**src/rtl/pitch_frame_sequencer_pkg.sv**
```systemverilog
`default_nettype none
// +--------------------------------------------------------------------------+
// | pitch_seq_pkg                                                            |
// | State encoding, default sizing and width helper for the frame sequencer. |
// | Revision: 1.0                                                            |
// +--------------------------------------------------------------------------+
package pitch_seq_pkg;

  typedef enum logic [1:0] {
    IDLE      = 2'd0,
    STREAM    = 2'd1,
    TAIL      = 2'd2,
    WAIT_DONE = 2'd3
  } seq_state_t;

  localparam int FRAME_LEN_DEF = 500;
  localparam int GAP_CYC_DEF   = 2;
  localparam int TIMEOUT_DEF   = 4096;

  // Bits needed to hold the values 0..max_val inclusive.
  function automatic int seq_cnt_width(input int max_val);
    return (max_val < 1) ? 1 : $clog2(max_val + 1);
  endfunction

endpackage
`default_nettype wire

```
**src/rtl/pitch_frame_sequencer_if.sv**
```systemverilog
`default_nettype none
// +--------------------------------------------------------------------------+
// | pitch_frame_sequencer_if                                                 |
// | Raw sample input and vsync/href framed output of the frame sequencer.    |
// | Revision: 1.0                                                            |
// +--------------------------------------------------------------------------+
interface pitch_frame_sequencer_if #(
  parameter int DW = 16
) ();

  logic          in_de;
  logic [DW-1:0] in_data;
  logic          frm_vsync;
  logic          frm_href;
  logic [DW-1:0] frm_data;

  modport master (
    input  in_de,
    input  in_data,
    output frm_vsync,
    output frm_href,
    output frm_data
  );

  modport slave (
    output in_de,
    output in_data,
    input  frm_vsync,
    input  frm_href,
    input  frm_data
  );

endinterface
`default_nettype wire

```
**src/rtl/pitch_frame_sequencer_sat_cnt.sv**
```systemverilog
`default_nettype none
// +--------------------------------------------------------------------------+
// | seq_sat_cnt                                                              |
// | Event counter with clear; SAT=1 saturates at all-ones, SAT=0 wraps.      |
// | Revision: 1.0                                                            |
// +--------------------------------------------------------------------------+
module seq_sat_cnt #(
  parameter int W   = 16,
  parameter bit SAT = 1'b0
) (
  input  wire logic         clk_in1,
  input  wire logic         rst_n,
  input  wire logic         clr,
  input  wire logic         inc,
  output logic      [W-1:0] cnt
);

  localparam logic [W-1:0] c_ONE = W'(1);

  logic [W-1:0] r_cnt;
  logic         w_hold;

  generate
    if (SAT) begin : g_sat
      assign w_hold = &r_cnt;
    end else begin : g_wrap
      assign w_hold = 1'b0;
    end
  endgenerate

  always_ff @(posedge clk_in1) begin
    if (!rst_n || clr) begin
      r_cnt <= '0;
    end else if (inc && !w_hold) begin
      r_cnt <= r_cnt + c_ONE;
    end
  end

  assign cnt = r_cnt;

endmodule
`default_nettype wire

```
**src/rtl/pitch_frame_sequencer.sv**
```systemverilog
`default_nettype none
// +--------------------------------------------------------------------------+
// | pitch_frame_sequencer                                                    |
// | Cuts the sample stream into vsync/href frames and holds off until the    |
// | downstream pipeline signals completion. SEQ_TIMEOUT_EN adds a wait limit.|
// | Revision: 1.0                                                            |
// +--------------------------------------------------------------------------+
module pitch_frame_sequencer
  import pitch_seq_pkg::*;
#(
  parameter int FRAME_LEN = FRAME_LEN_DEF,
  parameter int GAP_CYC   = GAP_CYC_DEF,
  parameter int TIMEOUT   = TIMEOUT_DEF,
  parameter int DW        = 16,
  parameter int CW        = 16
) (
  input  wire logic                 clk_in1,
  input  wire logic                 rst_n,
  input  wire logic                 en,
  input  wire logic                 proc_done,
  pitch_frame_sequencer_if.master   bus,
  output logic                      busy,
  output logic             [CW-1:0] frame_cnt,
  output logic             [CW-1:0] drop_cnt,
  output logic                      timeout_err
);

  localparam int c_CNT_W = seq_cnt_width(FRAME_LEN);
  localparam int c_GAP_W = seq_cnt_width(GAP_CYC);
  localparam logic [c_CNT_W-1:0] c_LAST     = c_CNT_W'(FRAME_LEN);
  localparam logic [c_CNT_W-1:0] c_CNT_ONE  = c_CNT_W'(1);
  localparam logic [c_GAP_W-1:0] c_GAP_LAST = c_GAP_W'(GAP_CYC);
  localparam logic [c_GAP_W-1:0] c_GAP_ONE  = c_GAP_W'(1);

  generate
    if (FRAME_LEN < 2) begin : g_chk_frame_len
      $error("FRAME_LEN must be at least 2");
    end
    if (GAP_CYC < 1) begin : g_chk_gap_cyc
      $error("GAP_CYC must be at least 1");
    end
    if (TIMEOUT < 1) begin : g_chk_timeout
      $error("TIMEOUT must be at least 1");
    end
  endgenerate

  seq_state_t         r_state;
  seq_state_t         w_state_nxt;
  logic [c_CNT_W-1:0] r_cnt;
  logic [c_CNT_W-1:0] w_cnt_nxt;
  logic [c_CNT_W-1:0] w_cnt_inc;
  logic [c_GAP_W-1:0] r_gap;
  logic [c_GAP_W-1:0] w_gap_nxt;
  logic               r_vsync;
  logic               w_vsync_nxt;
  logic               r_href;
  logic               w_href_nxt;
  logic [DW-1:0]      r_data;
  logic [DW-1:0]      w_data_nxt;
  logic               r_busy;
  logic               w_drop_inc;
  logic               w_frame_inc;

  assign w_cnt_inc = r_cnt + c_CNT_ONE;

`ifdef SEQ_TIMEOUT_EN
  localparam int c_WAIT_W = seq_cnt_width(TIMEOUT);
  localparam logic [c_WAIT_W-1:0] c_TIMEOUT  = c_WAIT_W'(TIMEOUT);
  localparam logic [c_WAIT_W-1:0] c_WAIT_ONE = c_WAIT_W'(1);

  logic [c_WAIT_W-1:0] r_wait;
  logic [c_WAIT_W-1:0] w_wait_nxt;
  logic [c_WAIT_W-1:0] w_wait_inc;
  logic                r_tout;
  logic                w_tout_set;

  assign w_wait_inc = r_wait + c_WAIT_ONE;
`endif

  always_ff @(posedge clk_in1) begin
    if (!rst_n) begin
      r_state <= IDLE;
    end else begin
      r_state <= w_state_nxt;
    end
  end

  always_comb begin
    w_state_nxt = r_state;
    case (r_state)
      IDLE: begin
        if (en && bus.in_de) w_state_nxt = STREAM;
      end
      STREAM: begin
        if (bus.in_de && (w_cnt_inc == c_LAST)) w_state_nxt = TAIL;
      end
      TAIL: begin
        if (r_gap == c_GAP_LAST) w_state_nxt = WAIT_DONE;
      end
      WAIT_DONE: begin
        if (proc_done) begin
          w_state_nxt = IDLE;
        end
`ifdef SEQ_TIMEOUT_EN
        else if (w_wait_inc == c_TIMEOUT) begin
          w_state_nxt = IDLE;
        end
`endif
      end
      default: w_state_nxt = IDLE;
    endcase
  end

  // Next values of every registered output; href defaults low so data simply holds.
  always_comb begin
    w_vsync_nxt = r_vsync;
    w_href_nxt  = 1'b0;
    w_data_nxt  = r_data;
    w_cnt_nxt   = r_cnt;
    w_gap_nxt   = r_gap;
    w_drop_inc  = 1'b0;
    w_frame_inc = 1'b0;
`ifdef SEQ_TIMEOUT_EN
    w_wait_nxt  = r_wait;
    w_tout_set  = 1'b0;
`endif
    case (r_state)
      IDLE: begin
        if (en && bus.in_de) begin
          w_vsync_nxt = 1'b1;
          w_href_nxt  = 1'b1;
          w_data_nxt  = bus.in_data;
          w_cnt_nxt   = c_CNT_ONE;
        end
      end
      STREAM: begin
        if (bus.in_de) begin
          w_href_nxt = 1'b1;
          w_data_nxt = bus.in_data;
          w_cnt_nxt  = w_cnt_inc;
          if (w_cnt_inc == c_LAST) w_gap_nxt = '0;
        end
      end
      TAIL: begin
        w_drop_inc = bus.in_de;
        if (r_gap == c_GAP_LAST) begin
          w_vsync_nxt = 1'b0;
`ifdef SEQ_TIMEOUT_EN
          w_wait_nxt  = '0;
`endif
        end else begin
          w_gap_nxt = r_gap + c_GAP_ONE;
        end
      end
      WAIT_DONE: begin
        w_drop_inc = bus.in_de;
        if (proc_done) begin
          w_frame_inc = 1'b1;
        end
`ifdef SEQ_TIMEOUT_EN
        else if (w_wait_inc == c_TIMEOUT) begin
          w_tout_set = 1'b1;
        end else begin
          w_wait_nxt = w_wait_inc;
        end
`endif
      end
      default: ;
    endcase
  end

  always_ff @(posedge clk_in1) begin
    if (!rst_n) begin
      r_vsync <= 1'b0;
      r_href  <= 1'b0;
      r_data  <= '0;
      r_cnt   <= '0;
      r_gap   <= '0;
      r_busy  <= 1'b0;
    end else begin
      r_vsync <= w_vsync_nxt;
      r_href  <= w_href_nxt;
      r_data  <= w_data_nxt;
      r_cnt   <= w_cnt_nxt;
      r_gap   <= w_gap_nxt;
      r_busy  <= (w_state_nxt != IDLE);
    end
  end

`ifdef SEQ_TIMEOUT_EN
  always_ff @(posedge clk_in1) begin
    if (!rst_n) begin
      r_wait <= '0;
      r_tout <= 1'b0;
    end else begin
      r_wait <= w_wait_nxt;
      r_tout <= r_tout | w_tout_set;
    end
  end

  assign timeout_err = r_tout;
`else
  assign timeout_err = 1'b0;
`endif

  seq_sat_cnt #(
    .W   (CW),
    .SAT (1'b1)
  ) u_drop_cnt (
    .clk_in1 (clk_in1),
    .rst_n   (rst_n),
    .clr     (1'b0),
    .inc     (w_drop_inc),
    .cnt     (drop_cnt)
  );

  seq_sat_cnt #(
    .W   (CW),
    .SAT (1'b0)
  ) u_frame_cnt (
    .clk_in1 (clk_in1),
    .rst_n   (rst_n),
    .clr     (1'b0),
    .inc     (w_frame_inc),
    .cnt     (frame_cnt)
  );

  assign bus.frm_vsync = r_vsync;
  assign bus.frm_href  = r_href;
  assign bus.frm_data  = r_data;
  assign busy          = r_busy;

endmodule
`default_nettype wire

```
**src/flat_wrapper.sv**
```systemverilog
// flat-port wrapper written by rule: the top's interface ports become plain ports
module pitch_frame_sequencer_flat import pitch_seq_pkg::*;
#(
  parameter int FRAME_LEN = FRAME_LEN_DEF,
  parameter int GAP_CYC   = GAP_CYC_DEF,
  parameter int TIMEOUT   = TIMEOUT_DEF,
  parameter int DW        = 16,
  parameter int CW        = 16
)
  (clk_in1, rst_n, en, proc_done, busy, frame_cnt, drop_cnt, timeout_err, bus_in_de, bus_in_data, bus_frm_vsync, bus_frm_href, bus_frm_data);
  pitch_frame_sequencer_if #(.DW(DW)) bus_i ();
  input  wire logic clk_in1;
  input  wire logic rst_n;
  input  wire logic en;
  input  wire logic proc_done;
  output logic busy;
  output logic             [CW-1:0] frame_cnt;
  output logic             [CW-1:0] drop_cnt;
  output logic timeout_err;
  input wire logic [$bits(bus_i.in_de)-1:0] bus_in_de;
  input wire logic [$bits(bus_i.in_data)-1:0] bus_in_data;
  output wire logic [$bits(bus_i.frm_vsync)-1:0] bus_frm_vsync;
  output wire logic [$bits(bus_i.frm_href)-1:0] bus_frm_href;
  output wire logic [$bits(bus_i.frm_data)-1:0] bus_frm_data;
  assign bus_i.in_de = bus_in_de;
  assign bus_i.in_data = bus_in_data;
  assign bus_frm_vsync = bus_i.frm_vsync;
  assign bus_frm_href = bus_i.frm_href;
  assign bus_frm_data = bus_i.frm_data;
  pitch_frame_sequencer #(.FRAME_LEN(FRAME_LEN), .GAP_CYC(GAP_CYC), .TIMEOUT(TIMEOUT), .DW(DW), .CW(CW)) u_core (.clk_in1(clk_in1), .rst_n(rst_n), .en(en), .proc_done(proc_done), .bus(bus_i), .busy(busy), .frame_cnt(frame_cnt), .drop_cnt(drop_cnt), .timeout_err(timeout_err));
endmodule
```
**config.mk**
```make
export PLATFORM = sky130hd
export DESIGN_NAME = pitch_frame_sequencer_flat
export DESIGN_NICKNAME = d
export VERILOG_FILES = /design/src/rtl/pitch_frame_sequencer_pkg.sv /design/src/rtl/pitch_frame_sequencer_if.sv /design/src/rtl/pitch_frame_sequencer_sat_cnt.sv /design/src/rtl/pitch_frame_sequencer.sv /design/src/flat_wrapper.sv
export SDC_FILE = /design/constraint.sdc
export NUM_CORES = 1
export LEC_CHECK = 0
export BUFFER_PORTS_ARGS = -buffer_cell sky130_fd_sc_hd__buf_2
export CAP_MARGIN = 5
export CORE_AREA = 2 2 78 80
export CTS_CLUSTER_DIAMETER = 200
export CTS_CLUSTER_SIZE = 12
export DETAILED_ROUTE_END_ITERATION = 10
export DIE_AREA = 0 0 80 82
export PLACE_DENSITY = 0.8
export REMOVE_ABC_BUFFERS = 1
export SYNTH_ARGS = -nofsm -noshare
export SYNTH_HDL_FRONTEND = slang
export SYNTH_SLANG_ARGS = --single-unit
```
**constraint.sdc**
```tcl
create_clock -name clk_in1 -period 2 [get_ports clk_in1]
set_clock_uncertainty 0.15 [all_clocks]
set_input_delay 0.3 -clock clk_in1 [delete_from_list [all_inputs] [get_ports clk_in1]]
set_output_delay 0.3 -clock clk_in1 [all_outputs]
set_load 0.02 [all_outputs]
```
# Word-level counts from Yosys, hierarchy flattened
# Index checks and enable logic that the tools add are counted.
[classes] addsub=4 n_mul=0 div_mod_pow=0 order_cmp=0 eq_ne=10 shifts=0 mux=24 n_bitwise=0 reduce_logical=14
[op_table] cell="16-bit by 1-bit adder with 16-bit output, second input constant" n=2
[op_table] cell="16-bit two-way mux" n=2
[op_table] cell="16-bit one-hot mux with 2 select lines" n=1
[op_table] cell="9-bit two-way mux" n=2
[op_table] cell="9-bit one-hot mux with 2 select lines" n=1
[op_table] cell="16-bit AND reduction" n=1
[op_table] cell="2-bit two-way mux" n=7
[op_table] cell="9-bit by 1-bit adder with 9-bit output, second input constant" n=1
[op_table] cell="9-bit == test, second input constant" n=1
[op_table] cell="2-bit one-hot mux with 4 select lines" n=1
[op_table] cell="2-bit nonzero test" n=4
[op_table] cell="1-bit two-way mux" n=7
[op_table] cell="2-bit == test, second input constant" n=3
[op_table] cell="2-bit by 1-bit inequality test with 1-bit output, second input constant" n=3
[op_table] cell="3-bit AND reduction" n=2
[op_table] cell="2-bit inequality test, second input constant" n=2
[op_table] cell="1-bit one-hot mux with 2 select lines" n=2
[op_table] cell="2-bit one-hot mux with 2 select lines" n=1
[op_table] cell="4-bit AND reduction" n=1
[op_table] cell="1-bit logical AND" n=3
[op_table] cell="2-bit by 1-bit adder with 2-bit output, second input constant" n=1
[op_table] cell="2-bit by 1-bit == test with 1-bit output, second input constant" n=1
[op_table] cell="2-bit logical NOT" n=1
[op_table] cell="2-bit OR reduction" n=1
[op_table] cell="1-bit logical NOT" n=1
[totals] register_bits=64 latch_bits=0 ramBits=0 rom_bits=0 in_bits=21 out_inout_bits=52 word_cells=61 mem_count=0

# Longest topological paths before layout
[logic_depth] word_depth=6 mapped_depth=7 ltp_nobuf=6

# Modules after synthesis
# A second synthesis with hierarchy kept.
[unflattened] hier_cells=355 hier_area_um2=3090.5
[by_module_without_submodules] mod="pitch_frame_sequencer" instances=1 cells_per_inst=180 area_per_inst_um2=1515.2 seq_area_each_um2=640.6
[by_module_without_submodules] mod="seq_sat_cnt at u_core.u_drop_cnt" instances=1 cells_per_inst=96 area_per_inst_um2=854.6 seq_area_each_um2=320.3
[by_module_without_submodules] mod="seq_sat_cnt at u_core.u_frame_cnt" instances=1 cells_per_inst=79 area_per_inst_um2=720.7 seq_area_each_um2=320.3

# Worst setup path after synthesis
# Ideal clock, no wire load.
[synth_path] kind="reg2reg" start="reg u_core.u_drop_cnt.r_cnt[0], in the netlist u_core.u_drop_cnt.cnt[0]" end="reg u_core.u_drop_cnt.r_cnt[4], in the netlist u_core.u_drop_cnt.cnt[4]" setup_time_ns=0.128 arrival_ns=1.560 t_required_ns=1.722 slack_ns=0.163 path_stages_with_launch=8 path_buffers=1 period_less_slack_ns=1.837 cell_sequence="dfxtp_1 ha_1 nand2_1 nor3_2 buf_2 a21oi_1 xnor2_1 nor2_1"
[synth_via] elab_chain_cells=3 word_cells_on_any_way=4 classes_between="1 x add/sub; 3 x reduce/logical"
[synth_lines] element="start: declaration" line="pitch_frame_sequencer_sat_cnt.sv:20" source="logic [W-1:0] r_cnt;"
[synth_lines] element="start signal: assignment" line="pitch_frame_sequencer_sat_cnt.sv:35" source="r_cnt <= r_cnt + c_ONE;"
[synth_lines] element="branches (longest 3 deep; another with 16-bit by 1-bit adder with 16-bit output)"
# Parallel ways; which one is timed is not known.
# A chain may end at the register's enable or synchronous reset.

# Worst setup path after layout
[layout_path] start="reg u_core.r_state[1]" end="reg u_core.u_drop_cnt.r_cnt[5], in the netlist u_core.u_drop_cnt.cnt[5]"
[layout_via] elab_chain_cells=4 word_cells_on_any_way=5 classes_between="2 x eq/ne; 1 x mux; 2 x reduce/logical"
[layout_lines] element="start: declaration" line="pitch_frame_sequencer.sv:47" source="seq_state_t r_state;"
[layout_lines] element="start signal: assignment" line="pitch_frame_sequencer.sv:84" source="r_state <= w_state_nxt;"
[layout_lines] element="2-bit == test" line="pitch_frame_sequencer.sv:127" source="case (r_state)"
[layout_lines] element="2-bit OR reduction (no source line) *"
[layout_lines] element="1-bit two-way mux *" line="pitch_frame_sequencer.sv:127"
[layout_lines] element="1-bit logical AND *" line="pitch_frame_sequencer_sat_cnt.sv:34" source="end else if (inc && !w_hold) begin"
# Mark *: on every way between the ends. The rest lies on a longest branch, timed or not.

==> out/results.ini <==
[clocking]
cts_tree = built
clock_sinks = 64
worstSkewPairLatency_ps = 340
cts_setup_buffers = 0
root_buffer = clkbuf_8
numCtsBuffers = 9
cts_max_level = 3
clkTransAtPathRegs_ps = 80
clk_path_buf_depth = 2

[die]
die_h_um = 82
initial_core_util_pct = 51.4
coreArea_mm2 = 0.00575
die-area_mm2 = 0.00656
rows = 28
ios = 73
die_w_um = 80

[timing]
rsz0062_at_grt = no
period_minus_slack_ps = 1820
hold_viol = 0
drv_slew = 0
fmax_mhz = 550
setup_viol = 0
fin_crit_sh_pct = 90.9
setup_tns_ps = 0

[critical_path]
arrival_ps = 1890
r2r-start = u_core.r_state[1]
cp-start-kind = flop
cp_max_fo = 7
r2r_slack_ps = 180
cp.required_ps = 2070
end_kind = flop
reg2reg_to = u_core.u_drop_cnt.cnt[5]
critPathKind = flop to flop
r2r_cells = 5
critPathLaunch = u_core.r_state[1]
crit_path_end = u_core.u_drop_cnt.cnt[5]

[place]
dp_hpwl_mm = 4.58
placed_cell_area_mm2 = 0.00338
numPlacedInstances = 489
numPortBuffers = 71
gp_congestion = 0.851

[routing]
dr.first_iter.drc_count = 94
routedWlPerCell_um = 13.0
ant_nets = 0
drt_first_pass_iters = 5
route.vias.total = 2719
drc = 0
viasPerCell = 5.38
totalWireLength_mm = 6.55

[logic_synthesis]
async_reset_ff_share_pct = 0
synthFlopType = dfxtp_1
yosys.area.top_type = dfxtp_1
synth_edf_count = 0
synth_top_area_share_pct = 43.4
post_synth.cell_area_avg_um2 = 8.34
ys_ff_latch = 64
synth.most_common_cell = dfxtp_1
yosysWarnings = 0
syn_area_mm2 = 0.00295
synth_area_leaders = dfxtp_1 43%, nand2_1 7.2%, nor2_1 5.2%
synth_common_cells = 64 x dfxtp_1, 57 x nand2_1, 41 x nor2_1
yosysUniqueCellTypes = 52
netlist_instances = 354
ys_seq_area_share_pct = 43.4

[outcome]
status = finished, final reports clean

[finish]
drive_gt1_share_pct = 25.1
n_fill_cell = 512
seq_area_mm2 = 0.00128
stdcell_area_mm2 = 0.00360
num_antenna_cells = 0
areaGrowthSynthToFinish_pct = 22.0
layoutNonFillerInstCount = 505
fin_nets = 451
multi_input_area_mm2 = 0.00156

[global_routing]
grt_pass1_wl_mm = 10.8
track_usage_pct = 21.1
antenna_found_initial = 0
grt_pass1_vias = 2476
grt_max_degree = 23
grt_overflow = 0

[power_and_ir_drop]
vdd_drop_max_mv = 0.565
totalPowerFinal_mw = 2.74
power_leakage_nw = 1.48
power_density_mw_per_mm2 = 760

[min_path]
holdCritPathClass = input pin to flop

[run]
drv_cap = 0

## how the worst min path moves through the flow
stage	start	endpoint	slack (ps)	cells past startpoint
floorplan	rst_n	u_core.r_state[1]	270	1
global placement	u_core.bus.frm_data[7]	u_core.bus.frm_data[7]	290	2
global route	bus_in_data[0]	u_core.bus.frm_data[0]	40	3
finish	bus_in_data[6]	u_core.bus.frm_data[6]	30	3
CTS	bus_in_data[6]	u_core.bus.frm_data[6]	20	3
detailed placement	u_core.bus.frm_data[4]	u_core.bus.frm_data[4]	300	2
## flip-flops by register name (all words and copies together), names as in the netlist
register / flops
u_core.bus.frm_data: 16
u_core.bus.frm_href: 1
u_core.bus.frm_vsync: 1
u_core.busy: 1
u_core.r_cnt: 9
u_core.r_gap: 2
u_core.r_state: 2
u_core.u_drop_cnt.cnt: 16
u_core.u_frame_cnt.cnt: 16
## layout by cell type, fill, tap and decap left out, types with 2 or more instances in the layout
master      synthesis  routed
nand2b_1            2       2
buf_4               2       9
nor4_2              3       3
or4_1               2       2
clkinvlp_4          0       3
nand4_1             8       8
a211oi_1            3       3
a21oi_1            30      30
buf_2               6      71
dfxtp_1            64      64
o31ai_1             2       2
nand2_1            57      57
and3_1              7       7
inv_1               6       6
nor3_2              2       2
and2_1              4       4
xor2_1             12      12
nand3_1            24      24
a31oi_1             2       2
xnor2_1            16      16
bufinv_16           0       2
and4_1              4       4
clkbuf_8            0       9
nor2_1             41      41
nor3_1              3       3
a311oi_1            4       4
o21ai_0             7       7
ha_1                5       4
o21a_1              2       2
## cell families (layout without fill, tap and decap cells)
| family | after synthesis | after routing | share of synthesized area (%) |
|---|---|---|---|
| AO/OA/AOI/OAI | 63 | 63 | 13.4 |
| XOR/XNOR | 28 | 28 | 8.31 |
| adder cells (fa/ha/maj) | 5 | 5 | 2.12 |
| buffers and inverters | 26 | 102 | 3.81 |
| flip-flops | 64 | 64 | 43.4 |
| multiplexers | 1 | 1 | 0.339 |
| other | 1 | 1 | 0.127 |
| AND/OR/NAND/NOR | 166 | 166 | 28.4 |
## critical path: stages, from the launching register on
cell and delay [ps]:
dfxtp_1 420, and2_1 200, nand4_1 310, a21oi_1 340, nand3_1 140, mux2i_1 140
## stage by stage
step | hold WS (ps) | setup WS, ps | util (%)
final | 31.0 | 183 | 62.7
after global routing | 35.3 | 18.8 | 62.7
after CTS | 18.2 | 135 | 62.6
after detailed placement | 296 | 163 | 58.8
after global placement | 290 | 259 | 58.8
after floorplan | 268 | -109 | -
## layout make-up
cell class	instances	share of cell area [%]
multi-input cells	264	43.3
clock buffers	9	3.44
clock inverters	7	2.68
repair buffers	80	11.7
well taps	75	2.61
inverters	6	0.625
flip-flops and latches	64	35.6
## where the power goes
group | switching (mW) | internal, mW
Combinational | 0.124 | 0.0668
Sequential | 0.0182 | 1.30
Clock | 0.525 | 0.700
## layer usage
metal / routed length, um / up-vias / global-route usage (%)
li1: - / 1371 / -
met1: 2840 / 1270 / 24.5
met2: 3260 / 62 / 36.7
met3: 287 / 16 / 4.51
met4: 165 / 0 / 11.2
met5: 0 / - / 0
## what timing repair did
item	CTS	global route
endpoints found under the setup margin	0	3
gates resized for setup	0	1
hold buffers	0	0
(Power assumes the default switching activity.)
